<file path="src/rtl/cl_decode_pipe.sv">
// cl_decode_pipe: a registered decode stage between fetch and execute.
// It holds a load-use hazard scoreboard. Each accepted instruction is decoded
// into memory and register-file control flags. The instruction and its flags
// are held in one output register. Acceptance stalls while a source register
// matches the destination of a load that is still in flight.
//
// Ports:
//   clk, n_reset      clock; asynchronous active-low reset
//   valid_i / ready_o / instruction_i    fetch-side handshake and instruction
//   valid_o / ready_i / instruction_o    execute-side handshake and registered instruction
//   is_load_op_o, is_store_op_o, is_mem_op_o, is_byte_op_o, op_writes_rf_o
//                     decoded flags; these are zero whenever valid_o is low
//   flush_i           kills the output register and blocks acceptance this cycle
//   stall_cnt_o       saturating count of hazard-stall cycles

package cl_decode_pkg;
  localparam int unsigned OPCODE_W = 5;
  localparam int unsigned REG_W    = 5;

  typedef struct packed {
    logic [OPCODE_W-1:0] opcode;
    logic [REG_W-1:0]    rd;
    logic [REG_W-1:0]    rs_imm;
  } instruction_s;

  localparam logic [OPCODE_W-1:0] kADDU = 5'd0;
  localparam logic [OPCODE_W-1:0] kSUBU = 5'd1;
  localparam logic [OPCODE_W-1:0] kSLLV = 5'd2;
  localparam logic [OPCODE_W-1:0] kSRAV = 5'd3;
  localparam logic [OPCODE_W-1:0] kSRLV = 5'd4;
  localparam logic [OPCODE_W-1:0] kAND  = 5'd5;
  localparam logic [OPCODE_W-1:0] kOR   = 5'd6;
  localparam logic [OPCODE_W-1:0] kNOR  = 5'd7;
  localparam logic [OPCODE_W-1:0] kSLT  = 5'd8;
  localparam logic [OPCODE_W-1:0] kSLTU = 5'd9;
  localparam logic [OPCODE_W-1:0] kMOV  = 5'd10;
  localparam logic [OPCODE_W-1:0] kJALR = 5'd11;
  localparam logic [OPCODE_W-1:0] kLW   = 5'd12;
  localparam logic [OPCODE_W-1:0] kLBU  = 5'd13;
  localparam logic [OPCODE_W-1:0] kSW   = 5'd14;
  localparam logic [OPCODE_W-1:0] kSB   = 5'd15;
  localparam logic [OPCODE_W-1:0] kBEQZ = 5'd16;
  localparam logic [OPCODE_W-1:0] kBNEZ = 5'd17;
  localparam logic [OPCODE_W-1:0] kJ    = 5'd18;
  localparam logic [OPCODE_W-1:0] kNOP  = 5'd19;
endpackage

module cl_decode_pipe
  import cl_decode_pkg::*;
#(
  parameter int unsigned RF_ADDR_W     = REG_W,
  parameter int unsigned LOAD_LAT      = 2,
  parameter bit          ZERO_REG_HARD = 1'b1
) (
  input  logic         clk,
  input  logic         n_reset,
  input  logic         valid_i,
  input  instruction_s instruction_i,
  output logic         ready_o,
  output logic         valid_o,
  input  logic         ready_i,
  output instruction_s instruction_o,
  output logic         is_load_op_o,
  output logic         is_store_op_o,
  output logic         is_mem_op_o,
  output logic         is_byte_op_o,
  output logic         op_writes_rf_o,
  input  logic         flush_i,
  output logic [15:0]  stall_cnt_o
);

  typedef struct packed {
    logic is_load;
    logic is_store;
    logic is_mem;
    logic is_byte;
    logic writes_rf;
  } flags_s;

  function automatic flags_s decode_op(input logic [OPCODE_W-1:0] op);
    flags_s f;
    f = '0;
    casez (op)
      kLW:  begin f.is_load = 1'b1; f.is_mem = 1'b1; f.writes_rf = 1'b1; end
      kLBU: begin f.is_load = 1'b1; f.is_mem = 1'b1; f.writes_rf = 1'b1; f.is_byte = 1'b1; end
      kSW:  begin f.is_store = 1'b1; f.is_mem = 1'b1; end
      kSB:  begin f.is_store = 1'b1; f.is_mem = 1'b1; f.is_byte = 1'b1; end
      kADDU, kSUBU, kSLLV, kSRAV, kSRLV, kAND, kOR, kNOR,
      kSLT, kSLTU, kMOV, kJALR: f.writes_rf = 1'b1;
      default: f = '0;
    endcase
    return f;
  endfunction

  // Register 0 is hardwired, so with ZERO_REG_HARD a match on it never blocks.
  function automatic logic addr_hit(input logic [RF_ADDR_W-1:0] src,
                                    input logic [RF_ADDR_W-1:0] dst);
    return (src == dst) && !(ZERO_REG_HARD && (dst == '0));
  endfunction

  function automatic logic [15:0] sat_inc(input logic [15:0] cnt);
    return (cnt == 16'hFFFF) ? cnt : cnt + 16'd1;
  endfunction

  instruction_s          instr_p1;
  flags_s                flags_p1;
  logic                  vld_p1;
  logic [LOAD_LAT-1:0]   sb_v;
  logic [RF_ADDR_W-1:0]  sb_addr [LOAD_LAT];
  logic [15:0]           stall_cnt;

  flags_s                dec_flags;
  logic                  hazard;
  logic                  accept;
  logic                  xfer_out;
  logic [RF_ADDR_W-1:0]  src_rd;
  logic [RF_ADDR_W-1:0]  src_rs;

  assign dec_flags = decode_op(instruction_i.opcode);
  assign src_rd    = instruction_i.rd;
  assign src_rs    = instruction_i.rs_imm;

  // Both fields are treated as sources for every opcode. This is
  // conservative but avoids a per-opcode operand table. The output-register
  // term covers a load that is departing in this same cycle, so a dependent
  // instruction directly behind a load always stalls.
  always_comb begin
    hazard = 1'b0;
    for (int i = 0; i < LOAD_LAT; i++) begin
      if (sb_v[i] && (addr_hit(src_rd, sb_addr[i]) || addr_hit(src_rs, sb_addr[i])))
        hazard = 1'b1;
    end
    if (vld_p1 && flags_p1.is_load &&
        (addr_hit(src_rd, instr_p1.rd) || addr_hit(src_rs, instr_p1.rd)))
      hazard = 1'b1;
    hazard = hazard & valid_i;
  end

  assign xfer_out = vld_p1 & ready_i;
  assign ready_o  = ~hazard & (~vld_p1 | ready_i) & ~flush_i;
  assign accept   = valid_i & ready_o;

  // Stage p0 -> p1: output register, scoreboard valid bits and stall counter.
  always_ff @(posedge clk or negedge n_reset) begin
    if (!n_reset) begin
      vld_p1    <= 1'b0;
      instr_p1  <= '0;
      flags_p1  <= '0;
      sb_v      <= '0;
      stall_cnt <= '0;
    end else begin
      if (flush_i)       vld_p1 <= 1'b0;
      else if (accept)   vld_p1 <= 1'b1;
      else if (xfer_out) vld_p1 <= 1'b0;

      if (accept) begin
        instr_p1 <= instruction_i;
        flags_p1 <= dec_flags;
      end

      // A load is recorded when it leaves the stage, including under flush.
      // Loads that have already issued cannot be recalled.
      for (int i = LOAD_LAT - 1; i > 0; i--) sb_v[i] <= sb_v[i-1];
      sb_v[0] <= xfer_out & flags_p1.is_load;

      if (hazard) stall_cnt <= sat_inc(stall_cnt);
    end
  end

  // The scoreboard addresses are only meaningful alongside their valid bits.
  always_ff @(posedge clk) begin
    for (int i = LOAD_LAT - 1; i > 0; i--) sb_addr[i] <= sb_addr[i-1];
    sb_addr[0] <= instr_p1.rd;
  end

  assign valid_o        = vld_p1;
  assign instruction_o  = instr_p1;
  assign is_load_op_o   = vld_p1 & flags_p1.is_load;
  assign is_store_op_o  = vld_p1 & flags_p1.is_store;
  assign is_mem_op_o    = vld_p1 & flags_p1.is_mem;
  assign is_byte_op_o   = vld_p1 & flags_p1.is_byte;
  assign op_writes_rf_o = vld_p1 & flags_p1.writes_rf;
  assign stall_cnt_o    = stall_cnt;

endmodule

</file>
<file path="config.mk">
export PLATFORM = sky130hd
export DESIGN_NAME = cl_decode_pipe
export DESIGN_NICKNAME = d
export VERILOG_FILES = /design/src/rtl/cl_decode_pipe.sv
export SDC_FILE = /design/constraint.sdc
export NUM_CORES = 1
export LEC_CHECK = 0
export CAP_MARGIN = 20
export CORE_MARGIN = 5
export CORE_UTILIZATION = 35
export CTS_BUF_LIST = sky130_fd_sc_hd__clkbuf_4 sky130_fd_sc_hd__clkbuf_8
export CTS_CLUSTER_SIZE = 28
export DETAILED_ROUTE_END_ITERATION = 8
export PLACE_DENSITY_LB_ADDON = 0.2
export REMOVE_ABC_BUFFERS = 1
export SYNTH_ARGS = -nofsm -noshare
export SYNTH_HDL_FRONTEND = slang
export SYNTH_SLANG_ARGS = --single-unit
</file>
<file path="constraint.sdc">
create_clock -name clk -period 2.8 [get_ports clk]
set_input_delay 0.56 -clock clk [delete_from_list [all_inputs] [get_ports clk]]
set_output_delay 0.56 -clock clk [all_outputs]
set_load 0.005 [all_outputs]
</file>
# Yosys cells after proc, flatten, opt, wreduce, memory -nomap -nowiden
# Memories as Yosys holds them, arrays and structs flattened.
# Cells that the tools add are included.
# W data, S select, Z words.
dict set report word_totals {
  reg_bits 39
  memories 1
  wordCells 89
  ramBits 10
}
# memory words word_bits rd rd_ports_with_merged_regs write_ports line_no
set memory_table {}
lappend memory_table {sb_addr 2 5 2 0 2 109} ;# logic [RF_ADDR_W-1:0] sb_addr [LOAD_LAT];
dict set report op_classes {
  bitwise 16
  n_reduce_logical 27
  addsub 1
  n_mux 11
  eq_ne 22
}
# operator count
set ops {}
lappend ops {{$eq A5 B4 Y1 const B} 8}
lappend ops {{$eq A5 B5 Y1} 6}
lappend ops {{$eq A5 B3 Y1 const B} 4}
lappend ops {{$logic_not A5 Y1} 4}
lappend ops {{$add A16 B1 Y16 const B} 1}
lappend ops {{$eq A16 B16 Y1 const B} 1}
lappend ops {{$reduce_or A14 Y1} 1}
lappend ops {{$and A1 B1 Y1} 11}
lappend ops {{$mux W1} 11}
lappend ops {{$eq A5 B2 Y1 const B} 2}
lappend ops {{$logic_and A1 B1 Y1} 10}
lappend ops {{$reduce_or A2 Y1} 3}
lappend ops {{$eq A5 B1 Y1 const B} 1}
lappend ops {{$not A1 Y1} 4}
lappend ops {{$reduce_or A4 Y1} 1}
lappend ops {{$logic_not A1 Y1} 3}
lappend ops {{$logic_or A1 B1 Y1} 3}
lappend ops {{$reduce_bool A3 Y1} 1}
lappend ops {{$reduce_and A2 Y1} 1}
lappend ops {{$or A1 B1 Y1} 1}

# Logic depth before layout (Yosys ltp)
# Gate-level depths: netlist (run 1).
dict set report depth {
  ltp_word 15
  ltp_mapped 9
  ltp_nobuf 7
}

# Worst setup path before layout (run 1)
# No wires, ideal clock.
dict set report synth_timing {
  kind {register -> register}
  from {reg instr_p1 (netlist bit instruction_o[5])}
  to {reg flags_p1[0] (netlist name)}
  path_slack_ps 428
  period_less_slack_ps 2372
  arrival_ps 2244
  n_path_buf 1
  path_stages_with_launch 8
  cell_sequence {dfrtp_1 or3_1 o311a_1 a22oi_1 nand2_1 nor4b_4 buf_6 mux2_1}
}
dict set report synth_between {
  elab_chain_len 11
}
# element line_no
set synth_rtl {}
lappend synth_rtl {{from (decl)} 105} ;# instruction_s instr_p1;
lappend synth_rtl {{from (signal assigned)} 157} ;# instr_p1 <= instruction_i;
lappend synth_rtl {{$logic_not A5 Y1} 98} ;# return (src == dst) && !(ZERO_REG_HARD && (dst == '0));
lappend synth_rtl {{$logic_not A1 Y1} 98}
lappend synth_rtl {{$logic_and A1 B1 Y1} 98}
lappend synth_rtl {{$logic_or A1 B1 Y1 (*)} 134} ;# (addr_hit(src_rd, instr_p1.rd) || addr_hit(src_rs, instr_p1.rd)))
lappend synth_rtl {{$logic_and A1 B1 Y1 (*)} 133} ;# if (vld_p1 && flags_p1.is_load &&
lappend synth_rtl {{$mux W1 (*)} 133}
lappend synth_rtl {{$and A1 B1 Y1 (*)} 136} ;# hazard = hazard & valid_i;
lappend synth_rtl {{$not A1 Y1 (*)} 140} ;# assign ready_o = ~hazard & (~vld_p1 | ready_i) & ~flush_i;
lappend synth_rtl {{$and A1 B1 Y1 (*) (2 in series)} 140}
lappend synth_rtl {{$and A1 B1 Y1 (*)} 141} ;# assign accept = valid_i & ready_o;
lappend synth_rtl {{to (signal assigned)} 158} ;# flags_p1 <= dec_flags;
lappend synth_rtl {{to (decl)} 106} ;# flags_s flags_p1;
# Every way passes the cells marked *; elsewhere a longest branch is shown, timed or not.
# A chain may end at the register's enable or synchronous reset.

# Worst setup path after layout (run 1)
dict set report layout_timing {
  from {reg instr_p1 (netlist bit instruction_o[5])}
  to {out ready_o}
}
dict set report layout_between {
  elab_chain_len 10
}
# element line_no
set layout_rtl {}
lappend layout_rtl {{$logic_not A5 Y1} 98}
lappend layout_rtl {{$logic_not A1 Y1} 98}
lappend layout_rtl {{$logic_and A1 B1 Y1} 98}
lappend layout_rtl {{$logic_or A1 B1 Y1 (*)} 134}
lappend layout_rtl {{$logic_and A1 B1 Y1 (*)} 133}
lappend layout_rtl {{$mux W1 (*)} 133}
lappend layout_rtl {{$and A1 B1 Y1 (*)} 136}
lappend layout_rtl {{$not A1 Y1 (*)} 140}
lappend layout_rtl {{$and A1 B1 Y1 (*) (2 in series)} 140}
lappend layout_rtl {{to (decl)} 59} ;# output logic ready_o,
# Marks and branches as above.

==> run summary, run 1 <==
Worst-Skew Late Latency: 290 ps
status: complete, no violations
Ports: 58
final std cells w/o fill: 342
RSZ-0062 raised after global routing: no
Rel. slew slack: 0.4257
WL final: 4.859 mm
CTS max path bufs: 2
WS Path Type: flip-flop to output pin
hold slack: 378.2 ps
antenna violations before repair: 0
register area share after synthesis: 0.5222
reg2reg start: instruction_o[5]
Diodes inserted: 0
Tightest Pin Transition: 861.4 ps
Yosys Warn Count: 0
Hold Fails Final Rpt: 0
Synth Instances: 190
Mapped Area: 2252 um^2
Worst Setup End Kind: output pin
Yosys reg bits: 49
DIE HEIGHT: 90.22 um
CP endpoint: ready_o
Final Skew: 6.259 ps
final cycle utilization of the critical path: 0.9145
min Tclk post-route: 2561 ps
RR Endpoint: instruction_o[12]
die width: 90.22 um
Sink Count: 49
H-tree depth: 2
leading cell type in the layout, fill and taps excluded: clkdlybuf4s50_1
drt wl/cell: 14.21 um
synthesized area per cell: 11.85 um^2
CTS tree: yes
gr ovfl total: 0
r2r setup slk: 420 ps
Crit Path Max Fanout: 2
final max-slew violation count: 0
DRC Markers: 0
Layout area overhead: 37.94%
largest net degree at the start of global routing: 40
# Post-CTS Setup Buffers: 0
# port buffers: 57
placed cells: 334
Worst path slowest cell: dfrtp_1
HP Class: input port to asynchronous set/reset pin
antenna-violating nets left: 0
crit path DAT: 2000 ps
RD Place Congestion: 0.8245
DRT iter0 DRCs: 57
Final Net Count: 285
R2R cell count: 7
Distinct cells, synth: 31
die area: 8139 um^2
Initial Util: 0.3567
Std-Cell Core Area: 6314 um^2
Rows: 29
most frequent cells in the layout: clkdlybuf4s50_1 (45), xnor2_1 (43), dfrtp_1 (39), mux2_1 (17), buf_4 (15)
vias in the first global route: 1728
Critical Path Source: instruction_o[5]
# fillers: 617
Post-CTS Hold Buffers: 0
gr usage total: 0.1262
drt pass-1 iters: 4
critical path data required time: 2240 ps
Setup Viol. Count Final: 0
HPWL after detailed placement: 3.804 mm
CTS Buf Count: 5
pwr dens: 551.9 nW/um^2
first-pass GRT wire length: 8.549 mm
Cell Chain, Critical Path: or3_1, o311a_1, a22oi_2, nand2_2, nor3_1, clkbuf_2
layout cell share with drive strength beyond 1: 0.1132
CP Launch Type: flip-flop
mean number of vias per cell: 4.789
Fmax: 0.3905 GHz
Clock transition at path regs: 80 ps
root buf cell: clkbuf_8
maximum vdd ir drop: 283.0 uV
Static Leak: 1.315 nW
max incr delay on CP: 380 ps
max-cap viol count: 0
via count: 1638
## critical path, delay by kind of cell (launching register included)
kind	cells	cell delay [ps]
flip-flops	1	380
AND/OR/NAND/NOR	3	660
buffers and inverters	1	150
AO/OA/AOI/OAI	2	520
## Yosys cell counts
library cell / number / share of area
xor2_1: 2 / 0.0078
or3_1: 2 / 0.0056
o311a_1: 2 / 0.0089
o22ai_1: 3 / 0.0083
a21oi_1: 1 / 0.0022
and3_1: 5 / 0.014
nand2_1: 14 / 0.023
nor4b_4: 1 / 0.011
and2_1: 6 / 0.017
nor2b_1: 2 / 0.0056
ha_1: 1 / 0.0056
nor4bb_1: 1 / 0.0044
inv_1: 4 / 0.0067
or4_1: 1 / 0.0033
a21o_1: 1 / 0.0033
dfxtp_1: 10 / 0.089
a22oi_1: 1 / 0.0033
buf_6: 2 / 0.010
nand4_1: 6 / 0.017
dfrtp_1: 39 / 0.43
a31oi_1: 1 / 0.0028
mux2_1: 17 / 0.085
mux2i_1: 2 / 0.0089
nor3_1: 3 / 0.0067
o2111ai_1: 1 / 0.0039
mux2_2: 2 / 0.010
and4_1: 1 / 0.0039
nor2_1: 1 / 0.0017
xnor2_1: 43 / 0.17
nand3_1: 12 / 0.027
clkbuf_1: 3 / 0.0050
## layer usage
metal,share of wire,vias to the layer above,wire [um],global-route usage
li1,-,803,-,-
met1,0.46,795,2213,0.1627
met2,0.46,36,2247,0.1994
met3,0.074,4,361,0.03923
met4,0.0076,0,37,0.04467
met5,0,-,0,0
## flip-flops by register name, summed over array words and instances, names as in the netlist
signal and count:
instruction_o 15, sb_v 2, valid_o 1, sb_addr 10, stall_cnt_o 16, flags_p1 5
## logic make-up after synthesis
group | share of synthesized area
AOI/OAI and AO/OA | 0.03278
and+or+nand+nor | 0.1389
adders and majority gates | 0.005555
DFF | 0.5222
buffers and inverters | 0.02166
muxes | 0.1039
xor gates and xnor gates | 0.1750
## final cells by class
type | instances | area [um^2] | share of cell area
flip-flops and latches | 49 | 1176 | 0.3786
multi-input cells | 132 | 1035 | 0.3331
repair buffers | 72 | 664.4 | 0.2139
well taps | 77 | 96.34 | 0.03101
clock buffers | 7 | 90.09 | 0.02900
clock inverters | 1 | 30.03 | 0.009666
inverters | 4 | 15.01 | 0.004833
## power by group
part	switching (mW)	internal, mW
sequential	0.0607	0.780
clock	0.217	0.301
combinational	0.135	0.221
total	0.413	1.30
## metrics by stage
stage               power [mW]  utilization  instance area (um^2)  worst slack, ps  TNS [ps]
floorplan                1.012            -                  2218           -29.12    -29.12
global placement         1.223       0.4740                  2993           -385.5     -2225
detailed placement       1.226       0.4740                  2993           -369.6     -2037
CTS                      1.745       0.4919                  3105            13.07         0
global route             1.815       0.4921                  3107            87.83         0
finish                   1.715       0.4921                  3107            239.3         0
## repair_timing
action	CTS	global route
resized for setup	11	4
pin swaps	1	1
hold endpoints to repair	0	0
endpoints found under the setup margin	1	1
## worst min-delay path by stage
stage	cells past startpoint	startpoint	end
after detailed placement	0	sb_v[0]	sb_v[1]
after CTS	0	sb_v[0]	sb_v[1]
after global routing	0	sb_v[0]	sb_v[1]
after global placement	0	sb_v[0]	sb_v[1]
after floorplan	0	n_reset	flags_p1[0]
final	1	n_reset	instruction_o[11]
Power figures use the tool's default switching activity.
==> inputs of run 2 (changes only) <==
- CORE_UTILIZATION: 35 -> 38
==> run summary, run 2 (same netlist as run 1, synthesis figures left out) <==
min Tclk post-route: 2591 ps (was 2561 ps)
mean number of vias per cell: 4.856 (was 4.789)
RD Place Congestion: 0.7820 (was 0.8245)
Layout area overhead: 36.06% (was 37.94%)
CTS tree: yes (unchanged)
Ports: 58 (unchanged)
Static Leak: 1.294 nW (was 1.315 nW)
antenna violations before repair: 0 (unchanged)
status: complete, no violations (unchanged)
via count: 1651 (was 1638)
Std-Cell Core Area: 5851 um^2 (was 6314 um^2)
min setup slack post-route: 209.1 ps (was 239.3 ps)
pwr dens: 527.6 nW/um^2 (was 551.9 nW/um^2)
switch share: 0.2677 (was 0.2409)
RSZ-0062 raised after global routing: no (unchanged)
DRT iter0 DRCs: 40 (was 57)
WS Path Type: flip-flop to output pin (unchanged)
Int Pwr: 1.184 mW (was 1.301 mW)
final std cells w/o fill: 340 (was 342)
Hold Fails Final Rpt: 0 (unchanged)
placed cells: 332 (was 334)
CTS max path bufs: 2 (unchanged)
CP Launch Type: flip-flop (unchanged)
Crit Path Max Fanout: 2 (unchanged)
Clock transition at path regs: 90 ps (was 80 ps)
HP Class: input port to asynchronous set/reset pin (unchanged)
Tightest Pin Transition: 897.0 ps (was 861.4 ps)
die width: 86.99 um (was 90.22 um)
Rows: 28 (was 29)
reg2reg start: instruction_o[5] (unchanged)
Diodes inserted: 0 (unchanged)
root buf cell: clkbuf_8 (unchanged)
leading cell type in the layout, fill and taps excluded: clkdlybuf4s50_1 (unchanged)
Sw Pwr: 0.4327 mW (was 0.4130 mW)
CTS Buf Count: 5 (unchanged)
DIE HEIGHT: 86.99 um (was 90.22 um)
Sink Count: 49 (unchanged)
# port buffers: 57 (unchanged)
first-pass GRT wire length: 8.390 mm (was 8.549 mm)
Fmax: 0.3860 GHz (was 0.3905 GHz)
Critical Path Source: instruction_o[5] (unchanged)
WL final: 5.052 mm (was 4.859 mm)
Final Skew: 9.762 ps (was 6.259 ps)
Seq pwr share: 0.520 (was 0.490)
HPWL after detailed placement: 3.788 mm (was 3.804 mm)
max FFs per register: 16 (unchanged)
layout cell share with drive strength beyond 1: 0.1094 (was 0.1132)
pre-CTS WS: -371.0 ps (was -369.6 ps)
combinational share of power: 0.221 (was 0.208)
largest net degree at the start of global routing: 40 (unchanged)
# fillers: 537 (was 617)
gr usage total: 0.1418 (was 0.1262)
maximum vdd ir drop: 312.2 uV (was 283.0 uV)
H-tree depth: 2 (unchanged)
Initial Util: 0.3849 (was 0.3567)
most frequent cells in the layout: clkdlybuf4s50_1 (45), xnor2_1 (43), dfrtp_1 (39), mux2_1 (17), buf_4 (15) (unchanged)
Worst-Skew Late Latency: 300 ps (was 290 ps)
Clock Power Share: 0.259 (was 0.302)
die area: 7566 um^2 (was 8139 um^2)
antenna-violating nets left: 0 (unchanged)
critical path data required time: 2240 ps (about the same)
drt pass-1 iters: 3 (was 4)
drt wl/cell: 14.86 um (was 14.21 um)
Setup Viol. Count Final: 0 (unchanged)
max-cap viol count: 0 (unchanged)
DRC Markers: 0 (unchanged)
final cycle utilization of the critical path: 0.9253 (was 0.9145)
# Post-CTS Setup Buffers: 0 (unchanged)
final max-slew violation count: 0 (unchanged)
vias in the first global route: 1746 (was 1728)
Worst Setup End Kind: output pin (unchanged)
crit path DAT: 2030 ps (was 2000 ps)
gr ovfl total: 0 (unchanged)
Final Net Count: 285 (unchanged)
Rel. slew slack: 0.4020 (was 0.4257)
==> run 2: layout make-up <==
cell class                 instances  area (um^2)  area share
inverter                           4        15.01    0.004900
clock buffer                       6        76.32     0.02491
multi-input combinational        132         1032      0.3369
tap                               75        93.84     0.03062
timing repair buffer              72        660.6      0.2156
sequential                        49         1176      0.3838
clock inverter                     2        10.01    0.003267
==> run 2: critical path, cell delays in order, from the launching register on <==
cell and delay [ps]:
dfrtp_1 380, or3_1 370, o311a_1 310, a22oi_2 210
nand2_1 130, nor3_1 190, clkbuf_2 150
==> run 2: power groups by stage <==
stage,sequential (mW),clock [mW],combinational [mW]
after floorplan,0.858,0,0.154
after global placement,0.856,0,0.368
after detailed placement,0.856,0,0.369
after CTS,0.842,0.436,0.366
after global routing,0.854,0.463,0.394
final,0.841,0.418,0.358
==> run 2: path summary, 6_finish.rpt <==
| path | endpoint | slack (ps) | cells after the start |
|---|---|---|---|
| max | ready_o | 210 | 6 |
| min reg2reg | sb_addr[0][7] | 410 | 0 |
| max in group asynchronous | stall_cnt_o[11] | 1860 | 1 |
| min in group clk | sb_addr[0][7] | 410 | 0 |
| max reg2reg | instruction_o[12] | 360 | 7 |
| min | instruction_o[11] | 380 | 1 |
==> run 2: per-stage QoR <==
step           TNS [ps]  instance area (um^2)  hold WS [ps]  power (mW)    util
3_3_place_gp      -1986                  2990         380.1       1.224  0.5111
3_5_place_dp      -1942                  2990         380.6       1.225  0.5111
5_1_grt               0                  3064         415.3       1.710  0.5237
2_1_floorplan    -29.12                  2218         264.4       1.012       -
6_report              0                  3064         376.7       1.617  0.5237
4_1_cts               0                  3068         402.0       1.644  0.5244
==> run 2: repair_timing <==
action,4_1_cts,5_1_grt
hold buffers,0,0
endpoints found under the setup margin,1,1
pin swaps,0,0
gates resized for setup,12,2
==> run 2: per-layer routing <==
| metal | part of all wire | routed length, um | up-vias | GRT usage |
|---|---|---|---|---|
| li1 | - | - | 799 | - |
| met1 | 0.46 | 2309 | 813 | 0.1834 |
| met2 | 0.47 | 2353 | 35 | 0.2236 |
| met3 | 0.070 | 355 | 4 | 0.04920 |
| met4 | 0.0065 | 33 | 0 | 0.04249 |
| met5 | 0 | 0 | - | 0 |
